<file path="src/rtl/dpcm_pkg.sv">
// Shared definitions for the DPCM saturation scheduler: FSM encoding,
// default sample width and the reset values of the clamp thresholds.
package dpcm_pkg;

  localparam int DATA_W = 8;

  localparam logic [7:0] SAT_UPPER_DEF = 8'h78;  // +120
  localparam logic [7:0] SAT_LOWER_DEF = 8'hF8;  // -8

  typedef enum logic [1:0] {
    ST_IDLE  = 2'd0,
    ST_CLAMP = 2'd1,
    ST_OUT   = 2'd2
  } state_e;

endpackage

</file>
<file path="src/rtl/sat_clamp.sv">
// Signed clamp of one sample against an upper/lower threshold pair.
// A sample equal to a threshold passes through unclamped.
module sat_clamp #(
  parameter int W = dpcm_pkg::DATA_W
) (
  input  logic [W-1:0] sample,
  input  logic [W-1:0] upper,
  input  logic [W-1:0] lower,
  output logic [W-1:0] result,
  output logic         sat
);

  always_comb begin
    result = sample;
    sat    = 1'b0;
    if ($signed(sample) > $signed(upper)) begin
      result = upper;
      sat    = 1'b1;
    end else if ($signed(sample) < $signed(lower)) begin
      result = lower;
      sat    = 1'b1;
    end
  end

endmodule

</file>
<file path="src/rtl/dpcm_sat_scheduler.sv">
// Round-robin arbiter feeding one shared signed clamp engine.
// IDLE grants and captures, CLAMP registers the result, OUT holds it until taken.
module dpcm_sat_scheduler #(
  parameter int NUM_REQ = 4,
  parameter int DATA_W  = dpcm_pkg::DATA_W,
  localparam int ID_W   = (NUM_REQ > 1) ? $clog2(NUM_REQ) : 1
) (
  input  logic                      clk,
  input  logic                      reset,
  input  logic [NUM_REQ-1:0]        req_valid,
  input  logic [NUM_REQ*DATA_W-1:0] req_data,
  output logic [NUM_REQ-1:0]        req_ready,
  output logic                      resp_valid,
  input  logic                      resp_ready,
  output logic [DATA_W-1:0]         resp_data,
  output logic [ID_W-1:0]           resp_id,
  output logic                      resp_sat,
  input  logic                      cfg_we,
  input  logic                      cfg_sel,
  input  logic [DATA_W-1:0]         cfg_data,
  output logic                      cfg_err,
  output logic [15:0]               sat_count,
  output logic                      busy
);

  import dpcm_pkg::*;

  // Handshakes: a requester transfers when req_valid[i] && req_ready[i] on a
  // rising edge; the response transfers when resp_valid && resp_ready.
  // Valid may not depend on ready, and payload holds while valid && !ready.

  state_e              state_q, state_d;
  logic [ID_W-1:0]     ptr_q, ptr_d;
  logic [ID_W-1:0]     id_q, id_d;
  logic [DATA_W-1:0]   sample_q, sample_d;
  logic [DATA_W-1:0]   upper_q, upper_d;
  logic [DATA_W-1:0]   lower_q, lower_d;
  logic [DATA_W-1:0]   resp_data_q, resp_data_d;
  logic [ID_W-1:0]     resp_id_q, resp_id_d;
  logic                resp_sat_q, resp_sat_d;
  logic [15:0]         cnt_q, cnt_d;
  logic                cfg_err_q, cfg_err_d;

  logic                grant_any;
  logic [ID_W-1:0]     grant_id;
  logic [NUM_REQ-1:0]  grant_oh;
  logic                accept;
  logic [DATA_W-1:0]   clamp_result;
  logic                clamp_sat;
  logic [DATA_W-1:0]   new_upper, new_lower;
  int                  idx;

  // Upward search from ptr with wrap; the first asserted valid wins.
  always_comb begin
    grant_any = 1'b0;
    grant_id  = '0;
    grant_oh  = '0;
    idx       = 0;
    for (int k = 0; k < NUM_REQ; k++) begin
      idx = int'(ptr_q) + k;
      if (idx >= NUM_REQ) idx = idx - NUM_REQ;
      if (!grant_any && req_valid[ID_W'(idx)]) begin
        grant_any = 1'b1;
        grant_id  = ID_W'(idx);
      end
    end
    if (grant_any) grant_oh[grant_id] = 1'b1;
  end

  assign req_ready  = (state_q == ST_IDLE && !reset) ? grant_oh : '0;
  assign accept     = |(req_valid & req_ready);
  assign resp_valid = (state_q == ST_OUT) && !reset;
  assign busy       = (state_q != ST_IDLE) && !reset;
  assign resp_data  = resp_data_q;
  assign resp_id    = resp_id_q;
  assign resp_sat   = resp_sat_q;
  assign cfg_err    = cfg_err_q;
  assign sat_count  = cnt_q;

  sat_clamp #(.W(DATA_W)) u_clamp (
    .sample (sample_q),
    .upper  (upper_q),
    .lower  (lower_q),
    .result (clamp_result),
    .sat    (clamp_sat)
  );

  always_comb begin
    state_d     = state_q;
    ptr_d       = ptr_q;
    id_d        = id_q;
    sample_d    = sample_q;
    resp_data_d = resp_data_q;
    resp_id_d   = resp_id_q;
    resp_sat_d  = resp_sat_q;
    cnt_d       = cnt_q;
    upper_d     = upper_q;
    lower_d     = lower_q;
    cfg_err_d   = 1'b0;
    new_upper   = cfg_sel ? upper_q : cfg_data;
    new_lower   = cfg_sel ? cfg_data : lower_q;

    case (state_q)
      ST_IDLE: begin
        if (accept) begin
          state_d  = ST_CLAMP;
          sample_d = req_data[int'(grant_id)*DATA_W +: DATA_W];
          id_d     = grant_id;
          ptr_d    = (int'(grant_id) == NUM_REQ - 1) ? '0 : grant_id + ID_W'(1);
        end
      end
      ST_CLAMP: begin
        state_d     = ST_OUT;
        resp_data_d = clamp_result;
        resp_id_d   = id_q;
        resp_sat_d  = clamp_sat;
        if (clamp_sat && cnt_q != 16'hFFFF) cnt_d = cnt_q + 16'd1;
      end
      ST_OUT: begin
        if (resp_ready) state_d = ST_IDLE;
      end
      default: state_d = ST_IDLE;
    endcase

    // Thresholds only change while idle with no accept, and must stay ordered.
    if (cfg_we) begin
      if (state_q != ST_IDLE || accept || $signed(new_upper) < $signed(new_lower)) begin
        cfg_err_d = 1'b1;
      end else begin
        upper_d = new_upper;
        lower_d = new_lower;
      end
    end
  end

  always_ff @(posedge clk) begin
    if (reset) begin
      state_q     <= ST_IDLE;
      ptr_q       <= '0;
      id_q        <= '0;
      sample_q    <= '0;
      upper_q     <= DATA_W'($signed(SAT_UPPER_DEF));
      lower_q     <= DATA_W'($signed(SAT_LOWER_DEF));
      resp_data_q <= '0;
      resp_id_q   <= '0;
      resp_sat_q  <= 1'b0;
      cnt_q       <= '0;
      cfg_err_q   <= 1'b0;
    end else begin
      state_q     <= state_d;
      ptr_q       <= ptr_d;
      id_q        <= id_d;
      sample_q    <= sample_d;
      upper_q     <= upper_d;
      lower_q     <= lower_d;
      resp_data_q <= resp_data_d;
      resp_id_q   <= resp_id_d;
      resp_sat_q  <= resp_sat_d;
      cnt_q       <= cnt_d;
      cfg_err_q   <= cfg_err_d;
    end
  end

endmodule

</file>
<file path="config.mk">
export PLATFORM = sky130hd
export DESIGN_NAME = dpcm_sat_scheduler
export DESIGN_NICKNAME = d
export VERILOG_FILES = /design/src/rtl/dpcm_pkg.sv /design/src/rtl/sat_clamp.sv /design/src/rtl/dpcm_sat_scheduler.sv
export SDC_FILE = /design/constraint.sdc
export NUM_CORES = 1
export LEC_CHECK = 0
export BUFFER_PORTS_ARGS = -buffer_cell sky130_fd_sc_hd__buf_2
export CORE_MARGIN = 2
export CORE_UTILIZATION = 30
export DETAILED_ROUTE_END_ITERATION = 8
export GPL_TIMING_DRIVEN = 0
export HOLD_SLACK_MARGIN = 0.12
export PLACE_DENSITY = 0.54
export SYNTH_ARGS = -nofsm -noshare
export SYNTH_HDL_FRONTEND = slang
export SYNTH_SLANG_ARGS = --single-unit
</file>
<file path="constraint.sdc">
create_clock -name clk -period 4.5 [get_ports clk]
set_clock_uncertainty 0.2 [all_clocks]
set_input_delay 0.9 -clock clk [delete_from_list [all_inputs] [get_ports clk]]
set_output_delay 0.9 -clock clk [all_outputs]
set_load 0.01 [all_outputs]
</file>
[Word-level counts from Yosys, hierarchy flattened]
Cells that the tools add are included.
Storage, ports and cells
  bits of input ports: 49
  logic and storage cells: 104
  bits in registers: 58
Operators by class
  shift operators: 1
  reduce and logical (&&, ||, !) cells: 22
  equality and inequality tests: 6
  $lt $le $gt $ge: 13
  bitwise gates (word level): 3
  $add $sub $neg: 9
  mux-type cells: 39
Operator list (number)
  two-way mux 8 bit: 4
  indexed part select 32 x 6 -> 8 bit: 1
  two-way mux 2 bit: 11
  adder 16 x 1 -> 16 bit (second input constant): 1
  < comparator 2 x 4 -> 1 bit (second input constant): 4
  < comparator 8 bit: 2
  two-way mux 1 bit: 16
  != test 16 bit (second input constant): 1
  greater-or-equal comparator 3 bit (second input constant): 3
  binary-select mux 1 bit (select 2 bit): 4
  > comparator 8 bit: 1
  logical AND 1 bit: 8
  two-way mux 4 bit: 2
  AND reduction 2 bit: 4
  subtractor 2 x 1 -> 2 bit (second input constant): 4
  adder 2 x 2 -> 3 bit (second input constant): 2
  one-hot mux 2 bit (3 select lines): 1
  AND 4 bit: 1
  == test 2 x 1 -> 1 bit (second input constant): 2
  zero test 1 bit: 4
  != test 2 bit (second input constant): 2
  OR reduction 4 bit: 1
  adder 2 x 1 -> 3 bit (second input constant): 1
  greater-or-equal comparator 2 x 3 -> 1 bit (second input constant): 1
  other kinds (10): 12

[Logic depth before layout (Yosys ltp)]
Gate-level depths: netlist of the first run.
  depth after elaboration: 27
  gate-level depth with buffers: 14
  gate-level depth less buffers: 10

[Modules after synthesis]
A second synthesis of the first run with hierarchy kept.
Second synthesis, totals
  cells, all modules: 472
  area, all modules: 3902.5 um^2
By module, submodules not included
  dpcm_sat_scheduler: area an instance 3039.2 um^2, sequential area each 1161.1 um^2, instances 1, cells an instance 355
  sat_clamp: area an instance 863.3 um^2, sequential area each 0.0 um^2, instances 1, cells an instance 117

[Worst setup path after synthesis of the first run]
No wires, ideal clock.
  path type: input -> register
  start point: input cfg_sel
  end point: register upper_q[3]
  path slack: 0.765 ns
  stages: 10
  data arrival time: 3.464 ns
  setup time: 0.072 ns
  path buffers: 2
  cell sequence: buf_2 > buf_1 > mux2i_1 > ha_1 > inv_1 > nor4_1 > a2111oi_0 > nand3_2 > nor2_4 > mux2i_1
On the way
  word-level cells in the longest chain between the ends: 5
Ends and longest elaborated chain
  from (decl): RTL line dpcm_sat_scheduler.sv:19  | input logic cfg_sel,
  two-way mux 8 bit, on equally long branches: RTL line dpcm_sat_scheduler.sv:100, dpcm_sat_scheduler.sv:101
  < comparator 8 bit: RTL line dpcm_sat_scheduler.sv:127  | if (state_q != ST_IDLE || accept || $signed(new_upper) < $signed(new_lower)) begin
  logical OR 1 bit: RTL line dpcm_sat_scheduler.sv:127
  inverter 1 bit (no line)
  AND reduction 2 bit (no line)
  to (signal assigned): RTL line dpcm_sat_scheduler.sv:142  | upper_q <= DATA_W'($signed(SAT_UPPER_DEF));
  to (signal assigned): RTL line dpcm_sat_scheduler.sv:154  | upper_q <= upper_d;
  to (decl): RTL line dpcm_sat_scheduler.sv:36  | logic [DATA_W-1:0] upper_q, upper_d;
Parallel ways exist; a longest one is shown, timed or not.
A chain may end at the register's enable or synchronous reset.

[Worst setup path after layout of the first run]
Ends and elaborated chain as after synthesis.

==> summary.md, run 1 <==
| Metric | Value |
|---|---|
| Status | finished clean |
| Cells after synthesis | 441 |
| Synth warnings | 0 |
| Final Hold Vio Count | 0 |
| Initial core utilization | 31.0% |
| Top cells by area, synth | dfxtp_1 (31%), mux2i_1 (9.3%), mux2_2 (9.0%) |
| Post-CTS resize count | 0 |
| First-pass GRT wire length | 17200 um |
| CP endpoint | upper_q[3]$_SDFFE_PP1P_ |
| Register area share after synthesis | 30.9% |
| DR vias | 3496 |
| Area growth, synth to finish | 23.9% |
| Main synth FF type | dfxtp_1 |
| CTS tree | yes |
| Number of synthesized flops with an enable pin | 0 |
| Total Power | 1.82 mW |
| Post-synth ARST share | 0% |
| Arrival @ worst endpoint | 4.06 ns |
| Layout cells sized above 1 | 27.3% |
| Non-filler cells in the finished layout | 706 |
| Met1 GRT Util | 19.8% |
| Number of remaining DRC errors | 0 |
| Site Rows | 40 |
| GR Util met3 | 5.07% |
| RSZ-0062 raised after global routing | no |
| Mean post-synth cell area | 8.53 um2 |
| Synthesized cell area | 3760 um2 |
| # fillers | 1309 |
| DR WL/cell | 14.9 um |
| Clock Root Buffer | clkbuf_16 |
| #FFs+latches synth | 58 |
| Vias/cell | 4.95 |
| Syn Nets | 514 |
| Startpoint types | input port |
| Reg2Reg Depth | 14 |
| DP Wirelength | 8090 um |
| Initial antenna violation count | 0 |
| Clk_lat worst skew | 0.33 ns |
| Max Buffers Root-to-Sink | 2 |
| Clock sinks | 58 |
| GRT Total Usage | 16.5% |
| CP Launch Point | cfg_sel |
| Grt peak-use layer | met2 |
| Unique masters post-synth | 47 |
| Ant diodes | 0 |
| Fmax | 0.250 GHz |
| Slew Limit Fails | 0 |
| Min Clock Period, post-route | 4.00 ns |
| I/O Pins | 83 |
| Die height | 116 um |
| Worst Setup Path Type | in -> reg |
| ANT nets after route | 0 |
| Final worst slack | 0.496 ns |
| FF-to-FF End | ptr_q[0]$_SDFFE_PP0P_ |
| DP Worst Slack | 0.114 ns |
| Synth top area share | 30.9% |
| # port buffers | 81 |
| Largest net degree at the start of global routing | 11 |
| Worst VDD drop | 0.000158 V |
| Layout Nets | 606 |
| Yosys top cell by area | dfxtp_1 |
| TritonCTS Buffers | 9 |
| Worst Tran Pin Value | 0.820 ns |
| Fin area | 4660 um2 |
| Final setup TNS | 0 ns |
| Total grt overflow | 0 |
| H-tree Lvls | 3 |
| Die Wd | 116 um |
| Inst Count DP | 690 |
| Core area | 12100 um2 |
| CP endpoint kind | register |
| Number of global-route vias before repair | 3476 |
| Iter 0 DRT Violations | 161 |
| GP Congestion | 0.824 |
| M2 GR Usage | 28.3% |
| Hold_buf cts | 0 |
| Initial DRT Pass Iterations | 4 |
| Number of max-cap violations | 0 |
| Clock slew at reported path FFs | 0.05 ns |
| Hold Path Class | reg -> reg |
| Final Cycle Share | 89.0% |
| P_leak | 2.13 nW |
| R2R setup slack | 1.48 ns |
| Setup-failing EPs final | 0 |
| CP Data Required Time | 4.56 ns |
| Slew margin rel. | 43.9% |
| PD cells | 391 nW/um2 |
| Total die area | 13400 um2 |
| Worst R2R Start | ptr_q[0]$_SDFFE_PP0P_ |
| CP Max Fanout | 10 |
| Postcts setup bufs | 0 |
| Detailed Route WL | 10500 um |
| Dpl cell area | 4380 um2 |
[registers in the layout (all words and copies together) (netlist names)]
register / flops
cfg_err: 1
id_q: 2
lower_q: 8
ptr_q: 2
resp_data: 8
resp_id: 2
resp_sat: 1
sample_q: 8
sat_count: 16
state_q: 2
upper_q: 8
[metal layers]
metal,wire [um],share of wire [%]
met2,5120,49
met1,4760,45
met4,189,1.8
met5,0,0
met3,430,4.1
[layout make-up]
| cell class | count | area [um2] | area share (%) |
|---|---|---|---|
| clock inverter | 2 | 10.0 | 0.215 |
| buffer | 25 | 131 | 2.82 |
| inverter | 24 | 92.6 | 1.99 |
| tap | 168 | 210 | 4.51 |
| timing repair buffer | 81 | 405 | 8.70 |
| sequential | 58 | 1160 | 24.9 |
| multi-input combinational | 334 | 2370 | 51.0 |
| clock buffer | 14 | 274 | 5.88 |
[cells in the mapped netlist (3+ instances only)]
cell type  count
a21o_1         8
a21oi_1       30
mux2i_1       35
o211ai_1       6
a211oi_1       4
ha_1          24
nor3_1         8
nand4_1       12
nor2_1        43
nor2b_1       21
nand3b_1       9
clkbuf_1      12
buf_6          3
nand3_1       20
nand2b_1      10
buf_2          6
o221ai_1       8
mux2_2        30
nand2_1       27
o21ai_0       10
and3_1         3
dfxtp_1       58
inv_1         23
a31oi_1        3
[critical path, cell delays in order]
cell       delay [ns]
buf_2            0.21
buf_1            0.59
mux2i_1          0.31
ha_1             0.27
inv_1            0.07
nor4_1           0.05
a2111oi_0        0.72
nand3_2          0.39
nor2_4           0.33
mux2i_1          0.22
[worst min-delay path by stage]
stage / from / endpoint / slack, ns / cells past startpoint
after floorplan: id_q[0]$_SDFFE_PP0P_ / resp_id[0]$_SDFFE_PP0P_ / 0.23 / 2
after global placement: resp_data[6]$_SDFFE_PP0P_ / resp_data[6]$_SDFFE_PP0P_ / 0.24 / 2
after detailed placement: resp_data[6]$_SDFFE_PP0P_ / resp_data[6]$_SDFFE_PP0P_ / 0.24 / 2
after CTS: resp_data[4]$_SDFFE_PP0P_ / resp_data[4]$_SDFFE_PP0P_ / 0.26 / 2
after global routing: resp_data[4]$_SDFFE_PP0P_ / resp_data[4]$_SDFFE_PP0P_ / 0.29 / 2
final: resp_data[4]$_SDFFE_PP0P_ / resp_data[4]$_SDFFE_PP0P_ / 0.26 / 2
[layout by cell type, fill, tap and decap left out, drive strengths merged, types with 2 or more instances in the layout]
cell	instances
nor3b	2
a311oi	2
o221ai	8
ha	24
nand2b	10
mux2i	35
nor3	9
inv	24
nand4	12
dfxtp	58
a211oi	4
clkinv	2
or3b	3
and3	3
clkbuf	26
a21oi	30
o21ai	10
nand3b	9
o211ai	6
nand3	21
a21o	8
nor2	44
nor2b	21
buf	94
nand2	27
a31oi	3
mux2	30
[cell families after synthesis]
| kind of cell | after synthesis | share of synthesized area (%) |
|---|---|---|
| and+or+nand+nor | 166 | 23.0 |
| AOI/OAI and AO/OA | 79 | 13.8 |
| muxes | 65 | 18.3 |
| DFF | 58 | 30.9 |
| buffers and inverters | 49 | 5.96 |
| adders and majority gates | 24 | 7.99 |
[report_power, final]
part	switching, mW	internal [mW]
sequential	0.0575	0.573
combinational	0.314	0.225
clock	0.236	0.416
[through the flow]
step	hold WS [ns]	util, %
after CTS	0.259	38.5
after floorplan	0.231	-
after detailed placement	0.245	36.1
after global routing	0.286	38.5
after global placement	0.242	36.1
final	0.256	38.5
No activity file was read; power rests on OpenSTA's default activity.
==> run 2, diff against run 1 <==
--- a/config.mk
+++ b/config.mk
@@ -5,6 +5,7 @@
 export SDC_FILE = /design/constraint.sdc
 export NUM_CORES = 1
 export LEC_CHECK = 0
+export ABC_AREA = 1
 export BUFFER_PORTS_ARGS = -buffer_cell sky130_fd_sc_hd__buf_2
 export CORE_MARGIN = 2
 export CORE_UTILIZATION = 30
==> run 2 against run 1 <==
Die area up 10%. Critical path depth up 2. Non-clock buffer count up 3. Sequential share of layout area down 2.1 points. Worst hold slack better by 0.0051 ns. Setup slack better by 0.44 ns. Largest power group is now combinational cells.
==> summary.md, run 2 <==
| Metric | Value |
|---|---|
| Status | finished clean |
| Startpoint types | input port |
| Layout Nets | 774 (+28%) |
| Core area | 13700 um2 (+13%) |
| Ant diodes | 0 (unchanged) |
| Top cells by area, synth | dfxtp_1 (28%), nand2_1 (14%), ha_1 (7.2%) |
| Clock sinks | 58 (unchanged) |
| Final setup TNS | 0 ns (unchanged) |
| Fin area | 5090 um2 (+9.2%) |
| P_leak | 2.46 nW (+16%) |
| Post-layout util | 37.1% (-1.4 points) |
| Post-CTS resize count | 0 (unchanged) |
| Final Cycle Share | 79.3% (-9.7 points) |
| Iter 0 DRT Violations | 251 (+56%) |
| Initial antenna violation count | 0 (unchanged) |
| Detailed Route WL | 11500 um (+9.1%) |
| GP Congestion | 0.868 (+5.3%) |
| Clock Root Buffer | clkbuf_16 |
| Most frequent cells in the layout | nand2_1 (157), buf_2 (87), inv_1 (62) |
| Min Clock Period, post-route | 3.57 ns (-0.436 ns) |
| Syn Nets | 683 (+33%) |
| Number of synthesized flops with an enable pin | 0 (unchanged) |
| TritonCTS Buffers | 9 (unchanged) |
| Synthesized cell area | 4160 um2 (+11%) |
| Layout cells sized above 1 | 22.9% (-4.4 points) |
| I/O Pins | 83 (unchanged) |
| CTS tree | yes |
| First-pass GRT wire length | 19300 um (+12%) |
| Dpl cell area | 4780 um2 (+9.3%) |
| CP Data Required Time | 3.40 ns (-1.16 ns) |
| Final Hold Vio Count | 0 (unchanged) |
| Die Wd | 122 um (+5.0%) |
| Post-synth ARST share | 0% (unchanged) |
| Fmax | 0.280 GHz (+12%) |
| CP endpoint kind | output pin |
| Postcts setup bufs | 0 (unchanged) |
| Die height | 122 um (+5.0%) |
| Slew margin rel. | 66.5% (+23 points) |
| DP Wirelength | 9050 um (+12%) |
| RSZ-0062 raised after global routing | no |
| Number of max-cap violations | 0 (unchanged) |
| Largest net degree at the start of global routing | 12 (+1) |
| Setup-failing EPs final | 0 (unchanged) |
| Synth warnings | 0 (unchanged) |
| GRT Total Usage | 16.3% (-0.21 points) |
| #FFs+latches synth | 58 (unchanged) |
| Unique masters post-synth | 36 (-23%) |
| Total grt overflow | 0 (unchanged) |
| # port buffers | 80 (-1.2%) |
| Mean post-synth cell area | 6.82 um2 (-20%) |
| DR WL/cell | 12.9 um (-13%) |
| Total die area | 14800 um2 (+10%) |
| Inst Count DP | 870 (+26%) |
| Synth top area share | 27.9% (-3.0 points) |
| Area growth, synth to finish | 22.4% |
| Max Buffers Root-to-Sink | 2 (unchanged) |
| R2R setup slack | 1.72 ns (+0.24 ns) |
| Number of remaining DRC errors | 0 (unchanged) |
| ANT nets after route | 0 (unchanged) |
| Slew Limit Fails | 0 (unchanged) |
| Arrival @ worst endpoint | 2.47 ns (-1.59 ns) |
| Initial DRT Pass Iterations | 4 (unchanged) |
| Number of global-route vias before repair | 4239 (+22%) |
| Clock slew at reported path FFs | 0.05 ns (about the same) |
| Most common cell in the netlist | nand2_1 |
| H-tree Lvls | 3 (unchanged) |
| Cells after synthesis | 610 (+38%) |
| Clk_lat worst skew | 0.33 ns (about the same) |
| Worst Setup Path Type | in -> out |
| Hold Path Class | reg -> reg |
| Largest register FFs | 16 (unchanged) |
| Worst VDD drop | 0.000256 V (+62%) |
| PD cells | 647 nW/um2 (+65%) |
| Worst Tran Pin Value | 0.501 ns (-0.319 ns) |
| Vias/cell | 4.79 (-3.2%) |
| Site Rows | 43 (+7.5%) |
| Initial core utilization | 30.3% (-0.74 points) |
| Main synth FF type | dfxtp_1 |
| Commonest cells in the netlist | nand2_1 (157), inv_1 (62), dfxtp_1 (58) |
| DR vias | 4245 (+21%) |
| Yosys top cell by area | dfxtp_1 |
| Hold_buf cts | 0 (unchanged) |
| Non-filler cells in the finished layout | 886 (+25%) |
| CP Max Fanout | 10 (unchanged) |
| Commonest non-fill, non-tap cell in the layout | nand2_1 |
| Register area share after synthesis | 27.9% (-3.0 points) |
run 2: layout make-up:
class,instances,area (um2)
fillers,1485,8630
multi-input cells,455,2570
flip-flops and latches,58,1160
clock inverters,6,66.3
inverters,68,255
repair buffers,80,400
well taps,180,225
clock buffers,10,239
plain buffers,29,174
run 2: power breakdown:
part           switching, mW  leakage [nW]  internal [mW]  total (mW)
Sequential             0.125         0.474          0.659       0.783
Combinational           1.15          1.85          0.662        1.81
Clock                  0.250         0.141          0.443       0.693
run 2: metrics by stage:
step | total power [mW] | hold slack (ns) | setup WS [ns]
after detailed placement | 2.62 | 0.252 | 0.649
after global placement | 2.58 | 0.238 | 0.606
after floorplan | 2.16 | 0.229 | 1.28
after global routing | 3.61 | 0.297 | 0.606
final | 3.29 | 0.261 | 0.932
after CTS | 3.33 | 0.266 | 0.907
run 2: layer usage:
layer | wire length, um | vias to the layer above | track usage, %
met2 | 5610 | 75 | 28.8
met3 | 453 | 10 | 3.98
met4 | 144 | 0 | 4.89
met1 | 5250 | 1939 | 19.5
met5 | 0 | - | 0
li1 | - | 2221 | -
run 2: cell families (layout without fill, tap and decap cells):
| group | Yosys count | count (layout) | synth area share (%) |
|---|---|---|---|
| AO/OA/AOI/OAI | 115 | 115 | 15.5 |
| adder cells (fa/ha/maj) | 24 | 24 | 7.22 |
| flip-flops | 58 | 58 | 27.9 |
| XOR/XNOR | 13 | 13 | 2.74 |
| buffers and inverters | 97 | 193 | 10.3 |
| AND/OR/NAND/NOR | 303 | 303 | 36.3 |
run 2: final timing paths:
kind / startpoint / end / cells after the start
worst min register to register: lower_q[7]$_SDFFE_PP1P_ / lower_q[7]$_SDFFE_PP1P_ / 2
worst max register to register: ptr_q[1]$_SDFFE_PP0P_ / upper_q[2]$_SDFFE_PP0P_ / 17
worst max-delay path: req_valid[3] / req_ready[3] / 12
worst min-delay path: lower_q[7]$_SDFFE_PP1P_ / lower_q[7]$_SDFFE_PP1P_ / 2
run 2: worst max-delay path, stage by stage:
cell and delay [ns]:
buf_2 0.09, inv_1 0.06, o21ai_1 0.18, nand2_1 0.09
o21ai_1 0.21, nor2_4 0.10, nor2_8 0.16, buf_4 0.19
ha_1 0.20, inv_1 0.05, nor2_1 0.09, buf_2 0.13
